### src/rtl/scan_pkg.sv
// Shared types and default parameters for the seven-segment scan driver.
package scan_pkg;

    typedef logic [3:0] nibble_t;

    localparam int SCAN_DIGITS_DEF = 8;
    localparam int SCAN_DIV_DEF    = 1000;

    typedef enum logic {
        ST_IDLE    = 1'b0,
        ST_PENDING = 1'b1
    } scan_state_e;

endpackage

### src/rtl/scan_prescaler.sv
// Divides the clock into a one-cycle tick every SCAN_DIV clocks.
module scan_prescaler #(
    parameter int SCAN_DIV = 1000
) (
    input  logic clk,
    input  logic rst,
    output logic tick
);

    localparam int CW = (SCAN_DIV > 1) ? $clog2(SCAN_DIV) : 1;
    localparam logic [CW-1:0] PCNT_LAST = CW'(SCAN_DIV - 1);

    logic [CW-1:0] pcnt_q;
    logic [CW-1:0] pcnt_d;

    // Terminal count detection and wrap of the prescaler.
    always_comb begin
        tick = (pcnt_q == PCNT_LAST);
        if (tick) begin
            pcnt_d = '0;
        end else begin
            pcnt_d = pcnt_q + CW'(1);
        end
    end

    // Prescaler register.
    always_ff @(posedge clk or posedge rst) begin
        if (rst) begin
            pcnt_q <= '0;
        end else begin
            pcnt_q <= pcnt_d;
        end
    end

endmodule

### src/rtl/hex_scan_driver.sv
// Time-multiplexed hex scan driver; loads are staged and committed only at
// frame boundaries so a frame never mixes old and new digits.
module hex_scan_driver
    import scan_pkg::*;
#(
    parameter int DIGITS   = SCAN_DIGITS_DEF,
    parameter int SCAN_DIV = SCAN_DIV_DEF,
    parameter int LZ_BLANK = 1
) (
    input  logic                clk,
    input  logic                rst,
    input  logic                load_valid,
    input  logic [4*DIGITS-1:0] load_data,
    output logic                load_ready,
    output logic [DIGITS-1:0]   digit_sel,
    output logic [3:0]          bcd,
    output logic                en
);

    localparam int IW = $clog2(DIGITS);
    localparam logic [IW-1:0] IDX_LAST = IW'(DIGITS - 1);

    logic                tick;
    logic                wrap;
    logic [IW-1:0]       idx_q;
    logic [IW-1:0]       idx_d;
    logic [4*DIGITS-1:0] disp_q;
    logic [4*DIGITS-1:0] disp_d;
    logic [4*DIGITS-1:0] pend_q;
    logic [4*DIGITS-1:0] pend_d;
    scan_state_e         state_q;
    scan_state_e         state_d;
    logic                upper_nz;
    nibble_t             cur_nib;

    scan_prescaler #(
        .SCAN_DIV (SCAN_DIV)
    ) u_prescaler (
        .clk  (clk),
        .rst  (rst),
        .tick (tick)
    );

    // Digit index advance and frame-boundary detection.
    always_comb begin
        wrap = tick && (idx_q == IDX_LAST);
        if (!tick) begin
            idx_d = idx_q;
        end else if (idx_q == IDX_LAST) begin
            idx_d = '0;
        end else begin
            idx_d = idx_q + IW'(1);
        end
    end

    // Load handshake FSM; a load accepted on the wrap cycle waits for the next wrap.
    always_comb begin
        state_d    = state_q;
        pend_d     = pend_q;
        disp_d     = disp_q;
        load_ready = (state_q == ST_IDLE);
        case (state_q)
            ST_IDLE: begin
                if (load_valid) begin
                    pend_d  = load_data;
                    state_d = ST_PENDING;
                end else begin
                    state_d = ST_IDLE;
                end
            end
            ST_PENDING: begin
                if (wrap) begin
                    disp_d  = pend_q;
                    state_d = ST_IDLE;
                end else begin
                    state_d = ST_PENDING;
                end
            end
            default: begin
                state_d = ST_IDLE;
            end
        endcase
    end

    // State, index and value registers.
    always_ff @(posedge clk or posedge rst) begin
        if (rst) begin
            state_q <= ST_IDLE;
            idx_q   <= '0;
            disp_q  <= '0;
            pend_q  <= '0;
        end else begin
            state_q <= state_d;
            idx_q   <= idx_d;
            disp_q  <= disp_d;
            pend_q  <= pend_d;
        end
    end

    // Digit decode purely from registers: select, nibble and leading-zero enable.
    always_comb begin
        cur_nib   = 4'h0;
        upper_nz  = 1'b0;
        digit_sel = '1;
        for (int i = 0; i < DIGITS; i++) begin
            if (idx_q == IW'(i)) begin
                digit_sel[i] = 1'b0;
                cur_nib      = disp_q[4*i +: 4];
            end else begin
                digit_sel[i] = 1'b1;
            end
            if ((i >= int'(idx_q)) && (disp_q[4*i +: 4] != 4'h0)) begin
                upper_nz = 1'b1;
            end else begin
                upper_nz = upper_nz;
            end
        end
        bcd = cur_nib;
        if ((idx_q == '0) || (LZ_BLANK == 0)) begin
            en = 1'b1;
        end else begin
            en = upper_nz;
        end
    end

endmodule

### config.mk
export PLATFORM = sky130hd
export DESIGN_NAME = hex_scan_driver
export DESIGN_NICKNAME = d
export VERILOG_FILES = /design/src/rtl/scan_pkg.sv /design/src/rtl/scan_prescaler.sv /design/src/rtl/hex_scan_driver.sv
export SDC_FILE = /design/constraint.sdc
export NUM_CORES = 1
export LEC_CHECK = 0
export CAP_MARGIN = 10
export CORE_MARGIN = 2
export CORE_UTILIZATION = 25
export DETAILED_ROUTE_END_ITERATION = 16
export PLACE_DENSITY = 0.4
export SKIP_LAST_GASP = 1
export SYNTH_ARGS = -nofsm -noshare
export SYNTH_HDL_FRONTEND = slang
export SYNTH_SLANG_ARGS = --single-unit
### constraint.sdc
create_clock -name clk -period 3.7 [get_ports clk]
set_clock_uncertainty 0.1 [all_clocks]
set_input_delay 1.11 -clock clk [delete_from_list [all_inputs] [get_ports clk]]
set_output_delay 1.11 -clock clk [all_outputs]
set_load 0.1 [all_outputs]
# Word-level counts from Yosys, hierarchy flattened
# Cells that the tools add are included.
[classes] bitwise_logic=1 n_shift=0 n_eq_ne=8 n_mux=30 magnitude_cmp=7 n_div=0 n_reduce_logical=19 multipliers=0 addsub=2
[op_table] cell="$mux W4" n=8
[op_table] cell="$reduce_bool A4 Y1" n=8
[op_table] cell="$mux W1" n=19
[op_table] cell="$eq A3 B3 Y1 const B" n=4
[op_table] cell="$add A10 B1 Y10 const B" n=1
[op_table] cell="$eq A10 B10 Y1 const B" n=1
[op_table] cell="$mux W10" n=1
[op_table] cell="$ge A3 B3 Y1 const A" n=3
[op_table] cell="$logic_and A1 B1 Y1" n=8
[op_table] cell="$eq A3 B2 Y1 const B" n=2
[op_table] cell="$ge A1 B3 Y1 const A" n=2
[op_table] cell="$ge A2 B3 Y1 const A" n=2
[op_table] cell="$reduce_and A2 Y1" n=2
[op_table] cell="$add A3 B1 Y3 const B" n=1
[op_table] cell="$eq A3 B1 Y1 const B" n=1
[op_table] cell="$logic_not A3 Y1" n=1
[op_table] cell="$mux W3" n=1
[op_table] cell="$pmux W1 S2" n=1
[op_table] cell="$not A1 Y1" n=1
[word_totals] latchBits=0 romBits=0 n_memories=0 ramBits=0 reg_bits=78 in_bits=35 output_inout_bits=14 wordCells=72

# Logic depth before layout (Yosys ltp)
# Gate-level depths: netlist (run 1).
[depth] ltp_word=11 mapped_depth=7 mapped_depth_nobuf=6

# Cells and area by module
# From an unflattened synthesis (run 1), not the netlist that was laid out.
[unflattened] hier_cells=292 area_unflattened_um2=3641.0
[by_module_without_submodules] module="hex_scan_driver" n_inst=1 cells_each=245 area_each_um2=3134.3
[by_module_without_submodules] module="scan_prescaler" n_inst=1 cells_each=47 area_each_um2=506.7

# Worst setup path before layout (run 1)
# OpenSTA, ideal clock, no wires.
[synth_timing] path_type="register to output" from="register idx_q[1]" to="output port en" arrival_time_ns=2.898 stages_incl_launch_ff=7 n_path_buf=2 t_required_ns=2.490 setup_slack_ns=-0.408 cell_sequence="dfrtp_1 > buf_2 > inv_1 > ha_1 > clkbuf_1 > nand2_1 > nand4_1"
[synth_between] elab_chain_len=11 word_cells_on_any_way=24 cone_classes="order compare: 7; mux: 9; reduce/logical: 8"
[synth_rtl] item="from (decl)" line="hex_scan_driver.sv:25" text="logic [IW-1:0] idx_q;"
[synth_rtl] item="from (signal assigned)" line="hex_scan_driver.sv:94" text="idx_q <= idx_d;"
[synth_rtl] item="$ge A1 B3 Y1" line="hex_scan_driver.sv:112" text="if ((i >= int'(idx_q)) && (disp_q[4*i +: 4] != 4'h0)) begin"
[synth_rtl] item="$logic_and A1 B1 Y1" line="hex_scan_driver.sv:112"
[synth_rtl] item="$mux W1 (8 in series)" line="hex_scan_driver.sv:112"
[synth_rtl] item="$mux W1 (*)" line="hex_scan_driver.sv:119" text="if ((idx_q == '0) || (LZ_BLANK == 0)) begin"
[synth_rtl] item="to (decl)" line="hex_scan_driver.sv:17" text="output logic en"
# Every way passes the cells marked *; elsewhere a longest branch is shown, timed or not.

# Final worst setup path (run 1)
[layout_timing] from="register idx_q[1]" to="output port bcd[2]"
[layout_between] elab_chain_len=9 word_cells_on_any_way=16 cone_classes="eq/ne: 7; mux: 8; reduce/logical: 1"
[layout_rtl] item="$logic_not A3 Y1" line="hex_scan_driver.sv:106" text="if (idx_q == IW'(i)) begin"
[layout_rtl] item="$mux W4 (7 in series)" line="hex_scan_driver.sv:106"
[layout_rtl] item="$mux W4 (*)" line="hex_scan_driver.sv:106"
[layout_rtl] item="to (decl)" line="hex_scan_driver.sv:16" text="output logic [3:0] bcd,"
# Marked as above.

==> run metrics, run 1 <==
setup repair after global routing missed its margin=yes; M2 GR Usage=17.0%; die extent in y=approximately 130 µm; clock edge transition at the registers on the reported setup and hold paths=0.06 ns; antenna cells=0; sequential fraction of the synthesis area=52.5%; Sw Ratio=19.1%; Critical Setup Path Class=reg -> out; area fraction in compound gates after synthesis=7.71%; Register-to-Register Path Depth=6; width of the die=~130 µm; fin worst setup slack=0.127 ns; post-DR vias/cell=4.58; largest net degree at the start of global routing=79; Iter 0 DRT Violations=about 160; remaining global-route overflow=0; post-synth design cell area=approximately 0.0037 mm²; Worst Hold Path EP=u_prescaler.pcnt_q[0]; WHS Path Cells=1; headroom to the max-slew limit=64.2%; antenna violations before repair=0; count of different cell masters after synthesis=40; leak pwr=2.09 nW; final setup violating endpoints=0; EDFF count, synth=0; Primary FF master, synth=sky130_fd_sc_hd__dfrtp_1; post-route antenna net violation count=0; count leader, synth=sky130_fd_sc_hd__dfrtp_1; area added between synthesis and finish=28.7%; endpoint of the most critical register-to-register path=disp_q[13]; worst slack after detailed placement=0.416 ns; number of iterations in the first detailed-routing pass=4; final critical-path required period=~3.6 ns; Arr. time, crit path=2.36 ns; Pwr per Cell Area=414 mW/mm²; fraction of final layout cells sized beyond drive strength 1=32.0%; worst skew pair latency=0.33 ns; count of synthesis-stage warnings from yosys=0; via count=about 2400; busiest grt layer=met2; number of max-cap violations=0; worst min-delay path class=reg -> reg; weighted congestion at the end of routability-driven global placement=between 0.7 and 0.8; count of buffers inserted at the top-level ports=48; total clock buffers created by CTS=9; Reg power frac=a little under half; actual transition at the worst max-transition pin=approximately 0.53 ns; clock group share of total power=approximately half; outcome=finished, final reports clean; effective utilization at floorplan=between 20% and 30%; crit path capture type=primary output; number of global-route vias before repair=2465; largest family of logic cells by synthesized area=multiplexers; combinational fraction of design power=4.7%; period utilisation layout=a little over nine tenths; area share of xor/xnor cells in the synthesized design=1.41%; global-route wire length before repair=13.5 mm; # rows=44; num ports=49; top post-synthesis cells by count=sky130_fd_sc_hd__dfrtp_1, sky130_fd_sc_hd__mux2_2, sky130_fd_sc_hd__mux2_4; maximum buffer depth of the clock tree=2; # nets final=372; filler cell count in the final layout=about 1500; reg-to-reg setup timing slack=1.15 ns; leading post-synthesis cells by cell area=sky130_fd_sc_hd__dfrtp_1, sky130_fd_sc_hd__mux2_4, sky130_fd_sc_hd__mux2_2, sky130_fd_sc_hd__o21ai_0, sky130_fd_sc_hd__and3b_1; flops & latches, synth=78; core region area=0.0145 mm²; placed wire-length estimate after detailed placement=~5.9 mm; required arrival time at the worst endpoint=around 2.5 ns; floorplan die area=0.0159 mm²; hold violation total from the final report=0; met1 capacity usage during global routing=between 15 and 20%; max-slew violation count=0; Post-Syn Area per Cell=13.1 µm²; highest ir drop seen on vdd=roughly 0.00024 V; launch instance of the worst register-to-register path=idx_q[0]; share of flip-flops with an asynchronous set or reset=100%; internal power=1.60 mW; CP Max Fanout=12; average wire per standard cell=15.7 µm; worst min-delay path startpoint=u_prescaler.pcnt_q[0]; routing usage on met3=between 3 and 4%; share of cell area taken by muxes after synthesis=between 20% and 30%; number of levels the H-tree was split into=3; count of non-filler cells in the finished layout=521; synthesized netlist net count=323; clock tree from TritonCTS=built; largest area contributor in the netlist=sky130_fd_sc_hd__dfrtp_1; post-synthesis simple-gate area fraction=10.2%; achievable clock frequency=0.280 GHz; startpoint type of the worst setup path=flop; post-synthesis instance total=283; root buffer selected by CTS=sky130_fd_sc_hd__clkbuf_16; NetSw=379 µW; share of Yosys cell area claimed by the top area cell type=52.5%; count of placed standard cells including taps=slightly above 500; overall fraction of global-route tracks in use=11.0%; number of clock sinks=78; wire length reported by the detailed router=a little over 8 mm; adder-cell share of the synthesized area=1.68%; number of remaining DRC errors=0
## cells in the final DEF (no fill, tap or decap), drive strengths merged, types with 7 or more instances in the layout
cell type / synthesis / routed
a31oi: 8 / 8
and3b: 8 / 8
buf: 9 / 22
clkbuf: 9 / 13
clkdlybuf4s50: 0 / 34
dfrtp: 78 / 78
inv: 7 / 7
mux2: 64 / 64
nand2: 11 / 11
nand3: 7 / 7
nor2: 7 / 7
nor4: 8 / 8
o21ai: 15 / 15
## critical path: stages, from the launching register on
cell and delay (ns):
sky130_fd_sc_hd__dfrtp_2 0.48, sky130_fd_sc_hd__inv_1 0.18, sky130_fd_sc_hd__ha_1 0.47, sky130_fd_sc_hd__a31oi_1 0.15, sky130_fd_sc_hd__a221oi_1 0.32, sky130_fd_sc_hd__a221o_1 0.24, sky130_fd_sc_hd__buf_12 0.19
## repair_timing
item	in CTS	in global routing
resized for setup	0	3
hold buffers	0	0
setup endpoints to repair	0	5
buffers inserted	0	0
## power by group through the flow
| stage | logic [mW] | registers [mW] | clock network, mW |
|---|---|---|---|
| finish | 0.0930 | 0.917 | 0.971 |
| global route | 0.104 | 0.922 | 1.04 |
| detailed placement | 0.0962 | 0.934 | 0 |
| global placement | 0.0946 | 0.933 | 0 |
| floorplan | 0.0485 | 0.923 | 0 |
| CTS | 0.0966 | 0.918 | 1.01 |
## per-stage QoR
step	instance area (µm²)	TNS [ns]	hold WS, ns	total power [mW]	util [%]
finish	4780	0	0.342	1.98	32.9
CTS	4770	0	0.348	2.02	32.8
global placement	4440	0	0.338	1.03	30.5
detailed placement	4440	0	0.340	1.03	30.5
floorplan	3730	0	0.324	0.972	-
global route	4780	-0.00504	0.395	2.07	32.9
## final cells by class
cell class                 count  area [µm²]  area share (%)
inverter                       7        26.3           0.550
sequential                    78        1950            40.9
timing repair buffer          56         606            12.7
clock buffer                  13         270            5.65
multi-input combinational    180        1630            34.1
tap                          184         230            4.82
clock inverter                 3        65.1            1.36
## per-layer routing
| layer | vias up | routed length [µm] |
|---|---|---|
| li1 | 1140 | - |
| met1 | 1178 | 3870 |
| met2 | 61 | 3810 |
| met3 | 8 | 377 |
| met4 | 0 | 131 |
| met5 | - | 0 |
## worst max-delay path by stage
stage,to,depth (start not counted),startpoint
finish,bcd[2],6,idx_q[1]
global route,bcd[2],6,idx_q[1]
CTS,bcd[3],6,idx_q[0]
detailed placement,bcd[2],6,idx_q[1]
global placement,bcd[3],6,idx_q[0]
floorplan,en,7,idx_q[0]
## logic make-up after synthesis
logic type	after synthesis
AOI/OAI and AO/OA	42
xor gates and xnor gates	6
adders and majority gates	5
buffers and inverters	25
DFF	78
muxes	64
and+or+nand+nor	63
## registers in the layout, indices dropped and copies added, names as in the netlist
name,flops
disp_q,32
u_prescaler.pcnt_q,10
idx_q,3
state_q,1
pend_q,32
Note: power is estimated with default switching activity, not from simulation.
==> inputs of run 2 (changes only) <==
--- a/config.mk
+++ b/config.mk
@@ -5,6 +5,7 @@
 export SDC_FILE = /design/constraint.sdc
 export NUM_CORES = 1
 export LEC_CHECK = 0
+export ABC_CLOCK_PERIOD_IN_PS = 3700
 export CAP_MARGIN = 10
 export CORE_MARGIN = 2
 export CORE_UTILIZATION = 25
==> results of run 2 <==
The final DEF is identical to that of run 1; final timing and power are the same.
==> inputs of run 3 (changes only) <==
--- a/config.mk
+++ b/config.mk
@@ -10,7 +10,7 @@
 export CORE_MARGIN = 2
 export CORE_UTILIZATION = 25
 export DETAILED_ROUTE_END_ITERATION = 16
-export PLACE_DENSITY = 0.4
+export SETUP_SLACK_MARGIN = 0.05
 export SKIP_LAST_GASP = 1
 export SYNTH_ARGS = -nofsm -noshare
 export SYNTH_HDL_FRONTEND = slang
==> run 3 against run 2 <==
- power increased by 1.7%
- largest power group unchanged
- critical path type unchanged
- design area is 0.68% higher
- critical path depth shrank 2
- global-route usage fell by 0.087 points
- first-iteration DRC count down 2.6%
- routed wire length fell by 1.3%
- via count shrank 0.25%
- worst setup slack better by 0.091 ns
- non-clock buffer count unchanged
==> run metrics, run 3 (synthesis results as in run 1) <==
fraction of final layout cells sized beyond drive strength 1=33.5%; achievable clock frequency=0.287 GHz; final setup violating endpoints=0; overall fraction of global-route tracks in use=11.0%; Arr. time, crit path=2.27 ns; post-DR vias/cell=4.57; remaining global-route overflow=0; largest net degree at the start of global routing=79; placed wire-length estimate after detailed placement=between 5 and 6 mm; core region area=roughly 0.015 mm²; Worst Hold Path EP=u_prescaler.pcnt_q[0]; average wire per standard cell=~16 µm; commonest non-fill, non-tap cell in the layout=sky130_fd_sc_hd__dfrtp_1; weighted congestion at the end of routability-driven global placement=approximately 0.9; width of the die=126 µm; area added between synthesis and finish=29.5%; WHS=0.356 ns; count of buffers inserted at the top-level ports=48; # rows=between 40 and 50; crit path capture type=primary output; summed negative setup slack over all endpoints=0 ns; clock edge transition at the registers on the reported setup and hold paths=0.06 ns; number of max-cap violations=0; final critical-path required period=~3.5 ns; total cell area at the placement stage=0.00441 mm²; worst min-delay path startpoint=u_prescaler.pcnt_q[0]; period utilisation layout=94.1%; floorplan die area=0.0159 mm²; total non-filler cell area in the finished layout=0.00481 mm²; num ports=49; Critical Setup Path Class=reg -> out; effective utilization at floorplan=between 20% and 30%; root buffer selected by CTS=sky130_fd_sc_hd__clkbuf_16; global-route wire length before repair=13.7 mm; number of clock sinks=78; total clock buffers created by CTS=9; actual transition at the worst max-transition pin=0.609 ns; post-route antenna net violation count=0; setup repair after global routing missed its margin=yes; antenna cells=0; worst skew pair latency=0.33 ns; WHS Path Cells=1; Iter 0 DRT Violations=roughly 150; Pwr per Cell Area=419 mW/mm²; fin worst setup slack=0.218 ns; required arrival time at the worst endpoint=2.49 ns; antenna violations before repair=0; hold violation total from the final report=0; number of remaining DRC errors=0; number of global-route vias before repair=2522; worst slack after detailed placement=0.258 ns; leak pwr=2.09 nW; Register-to-Register Path Depth=4; wire length reported by the detailed router=slightly above 8 mm; largest registers=disp_q x32, pend_q x32, u_prescaler.pcnt_q x10; clock tree from TritonCTS=built; outcome=finished, final reports clean; highest-count cells in the layout ignoring fill and taps=sky130_fd_sc_hd__dfrtp_1, sky130_fd_sc_hd__clkdlybuf4s50_1, sky130_fd_sc_hd__mux2_2; # nets final=between 300 and 400; startpoint type of the worst setup path=flop; via count=2381; filler cell count in the final layout=between 1000 and 1500; maximum buffer depth of the clock tree=2; worst min-delay path class=reg -> reg; highest ir drop seen on vdd=0.000221 V; reg-to-reg setup timing slack=0.95 ns; CP Max Fanout=21; die extent in y=126 µm; endpoint of the most critical register-to-register path=disp_q[29]; number of iterations in the first detailed-routing pass=5; launch instance of the worst register-to-register path=idx_q[2]; number of levels the H-tree was split into=3; headroom to the max-slew limit=59.4%; max-slew violation count=0
-- run 3: what timing repair did --
action	in CTS	in global routing
setup endpoints to repair	5	5
resized for setup	2	5
hold buffers	0	0
buffers inserted	0	3
-- run 3: worst max path at each step --
stage                   to  cells after the start     start
finish              bcd[0]                      4  idx_q[2]
global route        bcd[0]                      4  idx_q[2]
CTS                     en                      6  idx_q[1]
detailed placement      en                      6  idx_q[1]
global placement        en                      6  idx_q[1]
floorplan               en                      7  idx_q[0]
-- run 3: worst max-delay path, stage by stage (launching register included) --
cell                       delay, ns
sky130_fd_sc_hd__dfrtp_1        0.73
sky130_fd_sc_hd__ha_1           0.53
sky130_fd_sc_hd__a211oi_2       0.11
sky130_fd_sc_hd__a221o_1        0.39
sky130_fd_sc_hd__buf_12         0.19
-- run 3: cell type report --
type,instances,area (µm²),area share [%]
sequential,78,1950,40.6
multi-input combinational,180,1650,34.3
timing repair buffer,56,606,12.6
clock buffer,10,239,4.96
tap,184,230,4.78
clock inverter,6,109,2.26
inverter,7,26.3,0.546
-- run 3: layer usage --
metal | global-route usage, % | share of wire [%] | wire [µm]
met1 | 14.7 | 47 | 3780
met2 | 16.9 | 47 | 3810
met3 | 3.57 | 4.7 | 378
met4 | 3.36 | 1.3 | 109
met5 | 0 | 0 | 0
-- run 3: report_power, final --
| group | internal (mW) | switching, mW | leakage (nW) |
|---|---|---|---|
| registers | 0.894 | 0.0223 | 1.02 |
| clock network | 0.675 | 0.330 | 0.172 |
| logic | 0.0632 | 0.0303 | 0.903 |
-- run 3: per-stage QoR --
stage / util, % / instances / total power, mW
detailed placement: 30.4 / 502 / 1.03
floorplan: - / 283 / 0.972
global placement: 30.4 / 502 / 1.03
finish: 33.1 / 521 / 2.01
CTS: 32.8 / 518 / 2.05
global route: 33.1 / 521 / 2.11
